**config.mk**
```make
export PLATFORM = sky130hd
export DESIGN_NAME = screenmem_arbiter
export DESIGN_NICKNAME = d
export VERILOG_FILES = /design/src/rtl/screenmem_pkg.sv /design/src/rtl/screenmem_erase_engine.sv /design/src/rtl/screenmem_arbiter.sv
export SDC_FILE = /design/constraint.sdc
export NUM_CORES = 1
export LEC_CHECK = 0
export BUFFER_PORTS_ARGS = -buffer_cell sky130_fd_sc_hd__buf_2
export CORE_MARGIN = 5
export CORE_UTILIZATION = 50
export CTS_BUF_LIST = sky130_fd_sc_hd__clkbuf_4 sky130_fd_sc_hd__clkbuf_8
export DETAILED_ROUTE_END_ITERATION = 12
export GPL_TIMING_DRIVEN = 0
export PLACE_DENSITY = 0.94
export SLEW_MARGIN = 20
export SYNTH_ARGS = -nofsm -noshare
export SYNTH_HDL_FRONTEND = slang
export SYNTH_SLANG_ARGS = --single-unit
```
**constraint.sdc**
```tcl
create_clock -name clock -period 4.4 [get_ports clock]
set_clock_uncertainty 0.15 [all_clocks]
set_input_delay 0.44 -clock clock [delete_from_list [all_inputs] [get_ports clock]]
set_output_delay 0.44 -clock clock [all_outputs]
set_load 0.01 [all_outputs]
```
**src/rtl/screenmem_pkg.sv**
```systemverilog
// Shared constants, erase FSM state type and the VT52 (X,Y) -> physical screen RAM address map.
package screenmem_pkg;

  localparam int          ADDR_W     = 11;
  localparam int          DATA_W     = 7;
  localparam logic [6:0]  ERASE_CHAR = 7'h20;
  localparam int          ROWS       = 24;
  localparam int          COLS       = 80;
  localparam logic [6:0]  MAX_X      = 7'(COLS - 1);
  localparam logic [4:0]  MAX_Y      = 5'(ROWS - 1);

  typedef enum logic {
    IDLE  = 1'b0,
    ERASE = 1'b1
  } erase_state_e;

  // Columns 64..79 and rows 24..31 fold into the holes left by the 64-wide rows.
  function automatic logic [ADDR_W-1:0] map_xy(input logic [6:0] x, input logic [4:0] y);
    if (x[6] || (y[4] && y[3]))
      map_xy = {y[0], 2'b11, y[2:1], y[4:3], x[3:0]};
    else
      map_xy = {y[0], y[4:1], x[5:0]};
  endfunction

endpackage

```
**src/rtl/screenmem_erase_engine.sv**
```systemverilog
// Row-span erase engine: fills columns x0..x1 of one text row with the blank character,
// one write per terminal slot.
module screenmem_erase_engine
  import screenmem_pkg::*;
(
  input  logic              i_clk,
  input  logic              i_rst,
  input  logic              i_vid_slot,
  input  logic              i_start,
  input  logic [4:0]        i_y,
  input  logic [6:0]        i_x0,
  input  logic [6:0]        i_x1,
  output logic              o_wr_req,
  output logic [ADDR_W-1:0] o_wr_addr,
  output logic              o_busy,
  output logic              o_hold,
  output logic              o_done
);

  erase_state_e r_state;
  logic         r_done;
  logic [4:0]   r_y;
  logic [6:0]   r_x1;
  logic [6:0]   r_cur_x;
  logic         w_cmd_ok;
  logic         w_accept;
  logic         w_last;

  assign w_cmd_ok  = (i_x0 <= i_x1) && (i_x1 <= MAX_X) && (i_y <= MAX_Y);
  assign w_accept  = (r_state == IDLE) && i_start && w_cmd_ok;
  assign w_last    = (r_cur_x == r_x1);

  assign o_busy    = (r_state == ERASE);
  assign o_wr_req  = o_busy && !i_vid_slot;
  assign o_wr_addr = map_xy(r_cur_x, r_y);
  // A host request present when an erase is accepted must not slip in ahead of it.
  assign o_hold    = o_busy || w_accept;
  assign o_done    = r_done;

  always_ff @(posedge i_clk or posedge i_rst) begin
    if (i_rst) begin
      r_state <= IDLE;
      r_done  <= 1'b0;
    end else begin
      r_done <= 1'b0;
      case (r_state)
        IDLE: begin
          if (i_start) begin
            if (w_cmd_ok) r_state <= ERASE;
            else          r_done  <= 1'b1;
          end
        end
        ERASE: begin
          if (o_wr_req && w_last) begin
            r_state <= IDLE;
            r_done  <= 1'b1;
          end
        end
        default: r_state <= IDLE;
      endcase
    end
  end

  always_ff @(posedge i_clk) begin
    if (w_accept) begin
      r_y     <= i_y;
      r_x1    <= i_x1;
      r_cur_x <= i_x0;
    end else if (o_wr_req && !w_last) begin
      r_cur_x <= r_cur_x + 7'd1;
    end
  end

endmodule

```
**src/rtl/screenmem_arbiter.sv**
```systemverilog
// Screen RAM arbiter: video fetch owns vid_slot cycles; terminal slots go to the erase
// engine first, then the host port. Define SCREENMEM_RDBACK_EN to return host read data.
module screenmem_arbiter
  import screenmem_pkg::*;
(
  input  logic              clock,
  input  logic              reset,
  input  logic              vid_slot,
  input  logic [ADDR_W-1:0] vid_addr,
  output logic [DATA_W-1:0] vid_data,
  input  logic              host_req,
  input  logic              host_we,
  input  logic [ADDR_W-1:0] host_addr,
  input  logic [DATA_W-1:0] host_wdata,
  output logic              host_ack,
  output logic [DATA_W-1:0] host_rdata,
  output logic              host_rvalid,
  input  logic              erase_start,
  input  logic [4:0]        erase_y,
  input  logic [6:0]        erase_x0,
  input  logic [6:0]        erase_x1,
  output logic              erase_busy,
  output logic              erase_done,
  output logic [ADDR_W-1:0] mem_addr,
  output logic              mem_we,
  output logic [DATA_W-1:0] mem_wdata,
  input  logic [DATA_W-1:0] mem_rdata
);

  logic              w_er_wr;
  logic [ADDR_W-1:0] w_er_addr;
  logic              w_er_hold;
  logic              r_vid_pend;

  screenmem_erase_engine u_erase (
    .i_clk      (clock),
    .i_rst      (reset),
    .i_vid_slot (vid_slot),
    .i_start    (erase_start),
    .i_y        (erase_y),
    .i_x0       (erase_x0),
    .i_x1       (erase_x1),
    .o_wr_req   (w_er_wr),
    .o_wr_addr  (w_er_addr),
    .o_busy     (erase_busy),
    .o_hold     (w_er_hold),
    .o_done     (erase_done)
  );

  always_comb begin
    mem_addr  = host_addr;
    mem_we    = 1'b0;
    mem_wdata = host_wdata;
    host_ack  = 1'b0;
    if (vid_slot) begin
      mem_addr = vid_addr;
    end else if (w_er_wr) begin
      mem_addr  = w_er_addr;
      mem_we    = 1'b1;
      mem_wdata = ERASE_CHAR;
    end else if (host_req && !w_er_hold) begin
      mem_addr = host_addr;
      mem_we   = host_we;
      host_ack = 1'b1;
    end
  end

  // RAM read data lands one cycle after the address; capture it on the following edge.
  always_ff @(posedge clock or posedge reset) begin
    if (reset) begin
      r_vid_pend <= 1'b0;
      vid_data   <= '0;
    end else begin
      r_vid_pend <= vid_slot;
      if (r_vid_pend) vid_data <= mem_rdata;
    end
  end

`ifdef SCREENMEM_RDBACK_EN
  logic              r_rd_pend;
  logic [DATA_W-1:0] r_rdata;
  logic              r_rvalid;

  always_ff @(posedge clock or posedge reset) begin
    if (reset) begin
      r_rd_pend <= 1'b0;
      r_rdata   <= '0;
      r_rvalid  <= 1'b0;
    end else begin
      r_rd_pend <= host_ack && !host_we;
      r_rvalid  <= r_rd_pend;
      if (r_rd_pend) r_rdata <= mem_rdata;
    end
  end

  assign host_rdata  = r_rdata;
  assign host_rvalid = r_rvalid;
`else
  assign host_rdata  = '0;
  assign host_rvalid = 1'b0;
`endif

endmodule
```
# After elaboration in Yosys (flattened, before gate mapping)
# Index checks and enable logic that the tools add are counted.
[classes]
n_reduce_logical = 15
magnitude_cmp = 3
n_eq_ne = 1
n_mux = 21
add_sub_neg = 1
bitwise = 1
[ops]
columns = ["op", "n"]
rows = [
  ["$mux 7", 4],
  ["$mux 11", 2],
  ["$mux 1", 12],
  ["$mux 10", 1],
  ["$logic_and 1x1->1", 9],
  ["$add 7x1->7 const B", 1],
  ["$eq 7x7->1", 1],
  ["$le 7x7->1", 1],
  ["$le 7x7->1 const B", 1],
  ["$le 5x5->1 const B", 1],
  ["$pmux 1 s2", 2],
  ["$logic_not 1->1", 3],
  ["$logic_or 1x1->1", 2],
  ["$reduce_bool 2->1", 1],
  ["$not 1->1", 1],
]
[totals]
register_bits = 29
output_inout_bits = 37
inputBits = 61

# Depth between registers and ports, before layout
[logic_depth]
ltp_word = 10
mapped_depth = 8

# Hierarchy
# Synthesis repeated with hierarchy kept, for this count alone.
[unflattened]
cells_unflattened = 177
area_unflattened_um2 = 1926.8
[modules_own_cells]
columns = ["module", "instances", "area_each_um2", "cells_each"]
rows = [
  ["screenmem_erase_engine", 1, 1232.4, 102],
  ["screenmem_arbiter", 1, 694.4, 75],
]

# Least setup slack after synthesis
# Ideal clock, no wire load.
[synth_path]
path_type = "input to output"
from = "in erase_x1[6]"
to = "out host_ack"
n_path_buf = 0
setup_slack_ns = 2.114
stages = 7
arrival_time_ns = 1.696
cell_sequence = "inv_1 ha_1 nand4_1 a21oi_1 o21ai_2 and2_2 a2111oi_2"
[synth_between]
elab_chain_cells = 10
elab_cells_between_ends = 11
cone_classes = "order compare (2); mux (3); reduce/logical (6)"
[synth_lines]
columns = ["item", "line", "rtl"]
rows = [
  ["start: declaration", "screenmem_arbiter.sv:21", "input logic [6:0] erase_x1,"],
  ["$le 7x7->1", "screenmem_erase_engine.sv:29", "assign w_cmd_ok = (i_x0 <= i_x1) && (i_x1 <= MAX_X) && (i_y <= MAX_Y);"],
  ["$logic_and 1x1->1 * (2 in a row)", "screenmem_erase_engine.sv:29", ""],
  ["$logic_and 1x1->1 *", "screenmem_erase_engine.sv:30", "assign w_accept = (r_state == IDLE) && i_start && w_cmd_ok;"],
  ["$logic_or 1x1->1 *", "screenmem_erase_engine.sv:37", "assign o_hold = o_busy || w_accept;"],
  ["$logic_not 1->1 *", "screenmem_arbiter.sv:61", "end else if (host_req && !w_er_hold) begin"],
  ["$logic_and 1x1->1 *", "screenmem_arbiter.sv:61", ""],
  ["$mux 1 *", "screenmem_arbiter.sv:61", ""],
  ["$mux 1 *", "screenmem_arbiter.sv:57", "end else if (w_er_wr) begin"],
  ["$mux 1 *", "screenmem_arbiter.sv:55", "if (vid_slot) begin"],
  ["end: declaration", "screenmem_arbiter.sv:15", "output logic host_ack,"],
]
# Every way passes the cells marked *; elsewhere a longest branch is shown, timed or not.

# Final worst setup path
# Ends and elaborated chain as after synthesis.

==> metrics.yaml <==
outcome:
  status: "completed"
sta:
  period_share_pct: 58.8
  rsz0062_at_grt: "false"
  maxSlewHeadroom_pct: 63.4
  tightest_slew_ns: 0.547
  setup_viol: 0
  min_period_ns: 2.59
  whs_ns: 0.133
  hold_violations: 0
  fmax_mhz: 387
  slew_viol_final: 0
  fin_tns_setup_ns: 0
synthesis:
  synth_top_cell_area_share_pct: 31.3
  ys_seq_elements: 29
  avgSynthCellArea_sq_um: 10.6
  synthSimpleGateAreaFrac_pct: 12.3
  synth.area.mux_share_pct: 13.6
  ys_seq_area_share_pct: 45.0
  synth_area_leaders: "edfxtp_1 (31%), dfrtp_1 (14%), ha_1 (5.5%)"
  synthAdderAreaFrac_pct: 5.49
  async_flop_share_pct: 34.5
  synth_xor_area_share_pct: 5.76
  post-synth-top-area-cell: "edfxtp_1"
  synth_area_sq_mm: 0.00182
  ys_types: 36
  synthCells: 172
  yosysWarnings: 0
  synth_compound_area_share_pct: 9.95
  synth_top_family_by_area: "multiplexers"
  synth_top_flop_cell: "edfxtp_1"
  synth_edf_count: 19
flow_run:
  maxCapViolCount: 0
floorplan:
  fp-row-count: 22
  fp.dieW_um: 70.4
  ios: 98
  coreArea_sq_mm: 0.00361
  dieHeight_um: 70.4
  start_util_pct: 50.6
  dieArea_sq_mm: 0.00496
cts:
  cts_inserted_buffers: 5
  cts_tree: "done"
  clk_latency_ns: 0.28
  cts_resized: 0
  root_buffer: "clkbuf_8"
  clkTransAtPathRegs_ns: 0.06
  h-tree-depth: 2
  cts_max_path_buffers: 2
  numClockSinks: 29
critical_path:
  critPathCaptureType: "output port"
  r2r-end: "u_erase.r_cur_x[6]"
  worstRegToRegCells: 4
  max_stage_delay_ns: 0.34
  cp_data_required_time_ns: 3.81
  r2r-start: "u_erase.r_cur_x[1]"
  arrival_ns: 2.00
  critical_path.startpoint_type: "input pin"
  rrSetupSlack_ns: 2.53
  crit_top_cell: "buf_2"
  crit_family: "compound AO/OA/AOI/OAI gates"
  crit_buf_inv: 3
  slowest_stage: "a2111oi_2"
  cp_cell_sequence: "buf_2, inv_1, ha_1, nand4_1, a21oi_1, o21ai_2, and2_2, a2111oi_2, buf_2"
  path_class: "input pin to output port"
  critical_path.max_fanout: 3
grt:
  grt_start_max_net_pins: 22
  grt_pass1_wl_um: 7370
  antenna_found_initial: 0
  grt_overflow: 0
  grt_usage_pct: 19.0
  grt_pass1_vias: 1617
final_layout:
  final_nets: 345
  final_common_cell: "buf_2"
  fin_area_sq_mm: 0.00245
  mostFrequentLayoutCells: "buf_2 (90), edfxtp_1 (19), o21ai_0 (18), nand2_1 (15), inv_1 (11)"
  fillCellCount: 294
  area_growth_pct: 34.4
  fin_cells: 325
  drive_gt1_share_pct: 45.1
  diodes: 0
place:
  dp_cells: 316
  numPortBuffers: 89
  dp_hpwl_um: 3690
  gp_congestion: 0.789
  dpl_cell_area_sq_mm: 0.00236
drt:
  vias: 1603
  drt_iter0_drc: 70
  routedWlPerCell_um: 13.7
  via_per_inst: 4.93
  finalWirelength_um: 4470
  route.detailed.drc: 0
  ant_nets: 0
  firstDrtPassIters: 4
worst_hold_path:
  hold_class: "input pin to flop"
  holdPathEnd: "r_vid_pend"
  hp-start: "vid_slot"
  whs_path_depth: 1
power_and_ir_drop:
  vdd_drop_max_mv: 0.183
  p_leak_nw: 1.22
  power.total_mw: 1.06
  powerDensity_mw_per_mm2: 433
metrics by stage:
stage	util [%]	setup slack [ns]
2_1_floorplan	-	2.11
3_3_place_gp	65.3	1.84
3_5_place_dp	65.3	1.79
4_1_cts	68.0	1.78
5_1_grt	68.0	1.67
6_report	68.0	1.81
area by class of cell:
type                    instances  area, sq um  area share (%)
inverters                      11         41.3            1.68
repair buffers                 90          455            18.6
well taps                      48         60.1            2.45
clock buffers                   6         76.3            3.11
flip-flops and latches         29          821            33.5
plain buffers                  16         98.8            4.03
multi-input cells             123          890            36.3
clock inverters                 2         10.0           0.408
per-layer routing:
metal | GRT usage [%] | vias to the layer above | wire length, um
met5 | 0 | - | 0
met4 | 6.60 | 0 | 76
met3 | 6.76 | 9 | 458
met2 | 33.7 | 68 | 2270
met1 | 20.7 | 730 | 1660
li1 | - | 796 | -
worst max path at each step:
stage | from | end | slack (ns) | cells after the start
5_1_grt | erase_x1[5] | host_ack | 1.67 | 9
4_1_cts | erase_x1[6] | host_ack | 1.78 | 9
3_3_place_gp | erase_x1[6] | host_ack | 1.84 | 9
2_1_floorplan | erase_x1[6] | host_ack | 2.11 | 7
6_report | erase_x1[6] | host_ack | 1.81 | 9
3_5_place_dp | erase_x1[6] | host_ack | 1.79 | 9
Yosys cell counts (2+ instances only):
| cell type | count |
|---|---|
| nand2b_1 | 3 |
| nor2_1 | 2 |
| nor2b_1 | 7 |
| mux2_2 | 7 |
| inv_1 | 11 |
| xnor2_1 | 7 |
| edfxtp_1 | 19 |
| dfrtp_1 | 10 |
| nand4_1 | 2 |
| clkbuf_1 | 6 |
| mux2_4 | 6 |
| nand3_1 | 7 |
| buf_4 | 8 |
| mux2i_1 | 8 |
| nand2_1 | 15 |
| o21ai_0 | 18 |
| a21oi_1 | 6 |
| ha_1 | 8 |
| xor2_1 | 5 |
sequential cells by signal, summed over array words and instances, names as in the netlist:
register and count:
r_vid_pend 1, u_erase.r_y 5, u_erase.o_busy 1, u_erase.o_done 1
u_erase.r_cur_x 7, vid_data 7, u_erase.r_x1 7
power by group:
| part | switching [mW] | internal (mW) |
|---|---|---|
| Sequential | 0.0547 | 0.360 |
| Combinational | 0.206 | 0.227 |
| Clock | 0.0987 | 0.115 |
cell families (layout without fill, tap and decap cells):
kind of cell    Yosys count  count (layout)
mux                      21              21
simple gates             43              43
compound gates           31              31
fa+ha+maj                 8               8
flops                    29              29
other cells               1               8
buf+inv                  27             125
xor+xnor                 12              12
worst register-to-register path, cell delays in order (launching register included):
cell,delay [ns]
edfxtp_1,0.47
xor2_1,0.20
nor4_1,0.28
nand4_1,0.20
a21o_2,0.32
repair_timing:
action | 4_1_cts | 5_1_grt
setup buffers | 0 | 0
hold buffers | 1 | 0
hold endpoints to repair | 10 | 0
Power figures use the tool's default switching activity.
